$ cat src/rtl/alu_arbiter.sv
// alu_arbiter: shares one combinational 8-bit ALU between two requesters.
// Each accepted request gets one EXEC cycle on the ALU. The registered result
// comes back on a single response channel, tagged with the owner's ID.
// Build option: define ALU_ARB_RR_EN for round-robin contention handling.
// Without ALU_ARB_RR_EN, req0 always wins contention (fixed priority).
module alu_arbiter #(
  parameter int DATA_W = 8,
  parameter int SEL_W  = 4
) (
  input  logic              clk,
  input  logic              rst,
  input  logic              req0_valid,
  output logic              req0_ready,
  input  logic [DATA_W-1:0] req0_a,
  input  logic [DATA_W-1:0] req0_b,
  input  logic [SEL_W-1:0]  req0_sel,
  input  logic              req1_valid,
  output logic              req1_ready,
  input  logic [DATA_W-1:0] req1_a,
  input  logic [DATA_W-1:0] req1_b,
  input  logic [SEL_W-1:0]  req1_sel,
  output logic [DATA_W-1:0] alu_a,
  output logic [DATA_W-1:0] alu_b,
  output logic [SEL_W-1:0]  alu_sel,
  input  logic [DATA_W-1:0] alu_out,
  input  logic              alu_carry,
  output logic              rsp_valid,
  input  logic              rsp_ready,
  output logic              rsp_id,
  output logic [DATA_W-1:0] rsp_data,
  output logic              rsp_carry,
  output logic              rsp_err,
  output logic              busy
);

  typedef enum logic [1:0] {
    IDLE = 2'd0,
    EXEC = 2'd1,
    RESP = 2'd2
  } state_t;

  state_t              state_q, state_d;
  logic [DATA_W-1:0]   a_q, a_d;
  logic [DATA_W-1:0]   b_q, b_d;
  logic [SEL_W-1:0]    sel_q, sel_d;
  logic                id_q, id_d;
  logic                rsp_valid_q, rsp_valid_d;
  logic                rsp_id_q, rsp_id_d;
  logic [DATA_W-1:0]   rsp_data_q, rsp_data_d;
  logic                rsp_carry_q, rsp_carry_d;
  logic                rsp_err_q, rsp_err_d;
`ifdef ALU_ARB_RR_EN
  logic                last_id_q, last_id_d;
`endif

  logic                grant0;
  logic                grant1;
  logic                illegal;
  logic                carry_op;
  logic                exec_legal;

  // Choose a winner among the valid requesters. This is independent of the FSM state.
  always_comb begin
`ifdef ALU_ARB_RR_EN
    grant0 = req0_valid && (!req1_valid || last_id_q);
    grant1 = req1_valid && (!req0_valid || !last_id_q);
`else
    grant0 = req0_valid;
    grant1 = req1_valid && !req0_valid;
`endif
  end

  // Accept only in IDLE, and never while reset is being applied.
  assign req0_ready = (state_q == IDLE) && !rst && grant0;
  assign req1_ready = (state_q == IDLE) && !rst && grant1;

  // The top select bit marks an illegal operation.
  // Carry is only meaningful for add (0) and sub (1).
  assign illegal    = sel_q[SEL_W-1];
  assign carry_op   = (sel_q[SEL_W-1:1] == '0);
  assign exec_legal = (state_q == EXEC) && !illegal;

  // Drive the ALU only during a legal EXEC cycle. Otherwise it sees add of zeros.
  assign alu_a   = exec_legal ? a_q   : '0;
  assign alu_b   = exec_legal ? b_q   : '0;
  assign alu_sel = exec_legal ? sel_q : '0;

  assign busy      = (state_q != IDLE);
  assign rsp_valid = rsp_valid_q;
  assign rsp_id    = rsp_id_q;
  assign rsp_data  = rsp_data_q;
  assign rsp_carry = rsp_carry_q;
  assign rsp_err   = rsp_err_q;

  // Next-state logic: accept -> execute on the shared ALU -> hold the response.
  always_comb begin
    state_d     = state_q;
    a_d         = a_q;
    b_d         = b_q;
    sel_d       = sel_q;
    id_d        = id_q;
    rsp_valid_d = rsp_valid_q;
    rsp_id_d    = rsp_id_q;
    rsp_data_d  = rsp_data_q;
    rsp_carry_d = rsp_carry_q;
    rsp_err_d   = rsp_err_q;
`ifdef ALU_ARB_RR_EN
    last_id_d   = last_id_q;
`endif
    case (state_q)
      IDLE: begin
        if (req0_ready || req1_ready) begin
          id_d    = req1_ready;
          a_d     = req1_ready ? req1_a   : req0_a;
          b_d     = req1_ready ? req1_b   : req0_b;
          sel_d   = req1_ready ? req1_sel : req0_sel;
`ifdef ALU_ARB_RR_EN
          last_id_d = req1_ready;
`endif
          state_d = EXEC;
        end
      end
      EXEC: begin
        rsp_valid_d = 1'b1;
        rsp_id_d    = id_q;
        rsp_err_d   = illegal;
        rsp_data_d  = illegal ? '0 : alu_out;
        rsp_carry_d = !illegal && carry_op && alu_carry;
        state_d     = RESP;
      end
      RESP: begin
        if (rsp_ready) begin
          rsp_valid_d = 1'b0;
          rsp_id_d    = 1'b0;
          rsp_data_d  = '0;
          rsp_carry_d = 1'b0;
          rsp_err_d   = 1'b0;
          state_d     = IDLE;
        end
      end
      default: begin
        state_d = IDLE;
      end
    endcase
  end

  // State and response registers. Reset discards any in-flight request.
  always_ff @(posedge clk) begin
    if (rst) begin
      state_q     <= IDLE;
      a_q         <= '0;
      b_q         <= '0;
      sel_q       <= '0;
      id_q        <= 1'b0;
      rsp_valid_q <= 1'b0;
      rsp_id_q    <= 1'b0;
      rsp_data_q  <= '0;
      rsp_carry_q <= 1'b0;
      rsp_err_q   <= 1'b0;
`ifdef ALU_ARB_RR_EN
      last_id_q   <= 1'b1;
`endif
    end else begin
      state_q     <= state_d;
      a_q         <= a_d;
      b_q         <= b_d;
      sel_q       <= sel_d;
      id_q        <= id_d;
      rsp_valid_q <= rsp_valid_d;
      rsp_id_q    <= rsp_id_d;
      rsp_data_q  <= rsp_data_d;
      rsp_carry_q <= rsp_carry_d;
      rsp_err_q   <= rsp_err_d;
`ifdef ALU_ARB_RR_EN
      last_id_q   <= last_id_d;
`endif
    end
  end

endmodule
$ cat config.mk
export PLATFORM = sky130hd
export DESIGN_NAME = alu_arbiter
export DESIGN_NICKNAME = d
export VERILOG_FILES = /design/src/rtl/alu_arbiter.sv
export SDC_FILE = /design/constraint.sdc
export NUM_CORES = 1
export LEC_CHECK = 0
export ABC_CLOCK_PERIOD_IN_PS = 1450
export CAP_MARGIN = 20
export CORE_MARGIN = 2
export CORE_UTILIZATION = 62
export CTS_CLUSTER_DIAMETER = 60
export DETAILED_ROUTE_END_ITERATION = 7
export DONT_BUFFER_PORTS = 1
export GPL_TIMING_DRIVEN = 0
export HOLD_SLACK_MARGIN = 0.06
export PLACE_DENSITY_LB_ADDON = 0.1
export SLEW_MARGIN = 25
export SYNTH_ARGS = -nofsm -noshare
export SYNTH_HDL_FRONTEND = slang
export SYNTH_SLANG_ARGS = --single-unit
export TNS_END_PERCENT = 1
$ cat constraint.sdc
create_clock -name clk -period 1.45 [get_ports clk]
set_input_delay 0.145 -clock clk [delete_from_list [all_inputs] [get_ports clk]]
set_output_delay 0.145 -clock clk [all_outputs]
set_load 0.005 [all_outputs]
Word level (Yosys, flattened, before mapping)
Index checks and enable logic that the tools add are counted.
{"block": "totals", "reg_bits": 35, "output_inout_bits": 35, "input_bits": 54, "wordCells": 49}
{"block": "op_classes", "reduce_logical": 18, "n_mux": 17, "eq_ne": 4}
{"operator": "8-bit 2-to-1 mux", "count": 6}
{"operator": "8-bit case mux with 2 select lines", "count": 1}
{"operator": "4-bit 2-to-1 mux", "count": 2}
{"operator": "1-bit case mux with 2 select lines", "count": 4}
{"operator": "1-bit logical AND", "count": 7}
{"operator": "2-bit case mux with 3 select lines", "count": 1}
{"operator": "2-bit AND reduction", "count": 3}
{"operator": "2-bit 2-to-1 mux", "count": 2}
{"operator": "2-bit nonzero test", "count": 2}
{"operator": "1-bit zero test", "count": 3}
{"operator": "3-bit zero test", "count": 1}
{"operator": "2-bit by 1-bit equality test with 1-bit output, second input constant", "count": 1}
{"operator": "2-bit equality test, second input constant", "count": 1}
{"operator": "2-bit zero test", "count": 1}
{"operator": "2-bit by 1-bit != test with 1-bit output, second input constant", "count": 1}
{"operator": "2-bit != test, second input constant", "count": 1}
{"operator": "1-bit logical OR", "count": 1}
{"operator": "1-bit 2-to-1 mux", "count": 1}

Logic depth before layout (Yosys ltp)
{"block": "depth", "word_depth": 6, "mapped_depth": 5, "ltp_nobuf": 3}

Least setup slack after synthesis
No wires, ideal clock.
{"block": "synth_timing", "path_type": "reg-to-output", "start": "reg state_q[1]", "end": "out alu_a[0]", "required_time_ns": 1.305, "n_path_buf": 3, "path_stages_with_launch": 6, "setup_slack_ns": 0.259, "arrival_ns": 1.046, "cell_sequence": "dfxtp_1 > buf_6 > nand2b_4 > buf_2 > buf_2 > nor3_1"}
{"block": "synth_between", "elab_chain_cells": 3}
{"element": "start, declared", "line": "42", "source": "state_t state_q, state_d;"}
{"element": "start signal, assigned", "line": "164", "source": "state_q <= state_d;"}
{"element": "2-bit by 1-bit equality test with 1-bit output", "line": "81", "source": "assign exec_legal = (state_q == EXEC) && !illegal;"}
{"element": "1-bit logical AND", "line": "81"}
{"element": "8-bit 2-to-1 mux", "line": "84", "source": "assign alu_a = exec_legal ? a_q : '0;"}
{"element": "end, declared", "line": "22", "source": "output logic [DATA_W-1:0] alu_a,"}
Every way passes these cells.

Final worst setup path
{"block": "layout_timing", "start": "reg state_q[0]", "end": "out req0_ready"}
{"block": "layout_between", "elab_chain_cells": 3}
{"element": "2-bit zero test", "line": "74", "source": "assign req0_ready = (state_q == IDLE) && !rst && grant0;"}
{"element": "1-bit logical AND (2 in series)", "line": "74"}
{"element": "end, declared", "line": "13", "source": "output logic req0_ready,"}
Every way passes these cells.

==> results.json <==
{
  "p_leak_nw": 0.8523,
  "die_h_um": 56.79,
  "cp_slowest_cell": "dfxtp_2",
  "ys_ff_latch": 35,
  "vias": 1659,
  "grt_pass1_vias": 1642,
  "dr.pass1.iters": 4,
  "dieArea_um2": 3225,
  "antenna_found_initial": 0,
  "rsz0062_at_grt": "true",
  "mostFrequentLayoutCell": "dfxtp_1",
  "syn_nets": 235,
  "multi_input_area_um2": 974.7,
  "detail-route-antenna-nets": 0,
  "slowest_delay_ns": 0.33,
  "crit-reg2reg-launch": "state_q[0]$_SDFFE_PP0P_",
  "worstPathRequired_ns": 1.31,
  "worstSetupStartpointType": "flip-flop",
  "worstSetupEndpointType": "output port",
  "area_growth_pct": 33.45,
  "period_share_pct": 99.43,
  "grt_remaining_overflow": 0,
  "synth_warnings": 0,
  "regArea_um2": 705.7,
  "ir_worst_vdd_uv": 972.1,
  "grt_pass1_wl_um": 7576,
  "clk_path_buf_depth": 2,
  "r2r_end": "sel_q[0]$_SDFFE_PP0P_",
  "worst_slew_pin_slew_ns": 0.7386,
  "drive_gt1_share_pct": 36.70,
  "r2r_cells": 5,
  "h-tree-depth": 2,
  "nNetsFinal": 271,
  "crit_chain": "buf_6, buf_4, nor2_4, inv_2, nor3_2",
  "synth_area_um2": 1728,
  "track_usage_pct": 30.96,
  "async_reset_ff_share_pct": 0,
  "vias_per_cell": 6.663,
  "cap_viol_max_count": 0,
  "synth_area_leader_cell": "dfxtp_1",
  "holdWs_ns": 0.06185,
  "regToRegSetupSlack_ns": 0.05,
  "crit_arrival_ns": 1.30,
  "ys_seq_area_share_pct": 40.55,
  "p_total_mw": 2.334,
  "ys_top_cells_by_area": "dfxtp_1 (41%), a221oi_2 (17%), o22ai_1 (7.2%), nor3_1 (6.4%), inv_1 (5.2%)",
  "dp_cells": 212,
  "setup_tns_ns": 0,
  "finalSetupViolCount": 0,
  "synth_edf_count": 0,
  "status": "finished clean",
  "syn_inst": 181,
  "clock-sinks": 35,
  "layout_common_cells": "dfxtp_1 (33), inv_1 (23), dlygate4sd3_1 (23), o22ai_1 (20), a221oi_2 (20)",
  "place.gp.congestion": 0.7926,
  "ios": 89,
  "dp_hpwl_um": 2915,
  "grt_max_degree": 12,
  "crit_type": "reg -> out",
  "synth_top_area_share_pct": 40.55,
  "rows": 19,
  "placed_area_um2": 1767,
  "hp-start": "req1_a[5]",
  "cts_tree": "done",
  "hold_viol": 0,
  "fillerInstances": 149,
  "critPathMaxFanout": 4,
  "cts_root_buffer": "clkbuf_4",
  "hp-class": "in -> reg",
  "clkLatencyLatePin_ns": 0.34,
  "io_buffers": 0,
  "cts_buffers": 5,
  "layoutNonFillerInstCount": 249,
  "drcViolationCount": 0,
  "core_um2": 2710,
  "path_clk_slew_ns": 0.11,
  "wl_per_cell_um": 20.59,
  "hold_path_end": "a_q[5]$_SDFFE_PP0P_",
  "drv_slew": 0,
  "avgSynthCellArea_um2": 9.546,
  "fmax_mhz": 693.6,
  "final_cell_area_um2": 2306,
  "synth_cell_types": 30,
  "wl_um": 5128,
  "initial_utilization_pct": 63.76,
  "antennaDiodeCount": 0,
  "relSlewSlack_pct": 50.76,
  "fin_skew_ns": 0.01065,
  "min_path_cells": 2,
  "drtIter0Drc": 86,
  "period_needed_ns": 1.442,
  "fp.dieW_um": 56.79,
  "synthFlopType": "dfxtp_1",
  "p_per_area_nw_per_um2": 1012
}
-- worst max-delay path, delay by kind of cell (launching register included) --
| kind | cells | cell delay, ns |
|---|---|---|
| DFF | 1 | 0.33 |
| and+or+nand+nor | 2 | 0.29 |
| buffers and inverters | 3 | 0.33 |
-- Yosys cell counts (2+ instances only) --
library cell and count:
inv_1 24, a21oi_1 6, buf_2 6, o22ai_1 20
dfxtp_1 35, clkbuf_1 4, a221oi_2 19, buf_4 5
nor2_1 9, nor3_1 22, a2111oi_0 2, buf_6 4
a32oi_1 8
-- flip-flops by register name (all words and copies together) (netlist names) --
| signal | flops |
|---|---|
| id_q | 1 |
| rsp_carry | 1 |
| b_q | 8 |
| sel_q | 4 |
| rsp_err | 1 |
| a_q | 8 |
| rsp_valid | 1 |
| rsp_data | 8 |
| rsp_id | 1 |
| state_q | 2 |
-- metrics by stage --
stage | util (%) | worst slack [ns]
5_1_grt | 85.09 | -0.03592
6_report | 85.09 | 0.008316
3_5_place_dp | 65.19 | 0.08227
4_1_cts | 82.69 | -0.04453
2_1_floorplan | - | 0.2590
3_3_place_gp | 65.19 | 0.1162
-- worst max-delay path by stage --
stage | start | to
2_1_floorplan | state_q[1]$_SDFFE_PP0P_ | alu_a[0]
3_3_place_gp | state_q[1]$_SDFFE_PP0P_ | alu_a[0]
3_5_place_dp | state_q[1]$_SDFFE_PP0P_ | alu_a[5]
4_1_cts | state_q[0]$_SDFFE_PP0P_ | req0_ready
5_1_grt | state_q[0]$_SDFFE_PP0P_ | req0_ready
6_report | state_q[0]$_SDFFE_PP0P_ | req0_ready
-- logic make-up after synthesis --
family                 synth area share [%]
other                                0.2170
buffers and inverters                 12.82
and+or+nand+nor                       13.98
DFF                                   40.55
AOI/OAI and AO/OA                     32.44
-- report_power, final --
group          switching [mW]  leakage, nW  internal (mW)
Clock                   0.332       0.0347          0.180
Sequential             0.0454        0.291           1.06
Combinational           0.417        0.527          0.299
-- timing repair --
item | CTS | global route
pin swaps | 3 | 3
setup endpoints to repair | 19 | 16
hold buffers | 22 | 1
cloned | 1 | 1
buffers inserted | 5 | 0
resized for setup | 35 | 13
endpoints found under the hold margin | 22 | 1
-- metal layers --
| layer | track usage [%] | part of all wire [%] | wire length, µm |
|---|---|---|---|
| met5 | 0 | 0 | 0 |
| met4 | 9.967 | 1.8 | 93 |
| met3 | 6.682 | 5.8 | 295 |
| met2 | 56.48 | 52 | 2657 |
| met1 | 35.66 | 41 | 2081 |
-- cell type report --
type / count / area share [%]
multi-input cells: 103 / 42.27
flip-flops and latches: 35 / 30.60
repair buffers: 29 / 12.81
plain buffers: 19 / 6.457
inverters: 24 / 3.907
well taps: 31 / 1.682
clock buffers: 5 / 1.628
clock inverters: 3 / 0.6511
Power figures use the tool's default switching activity.
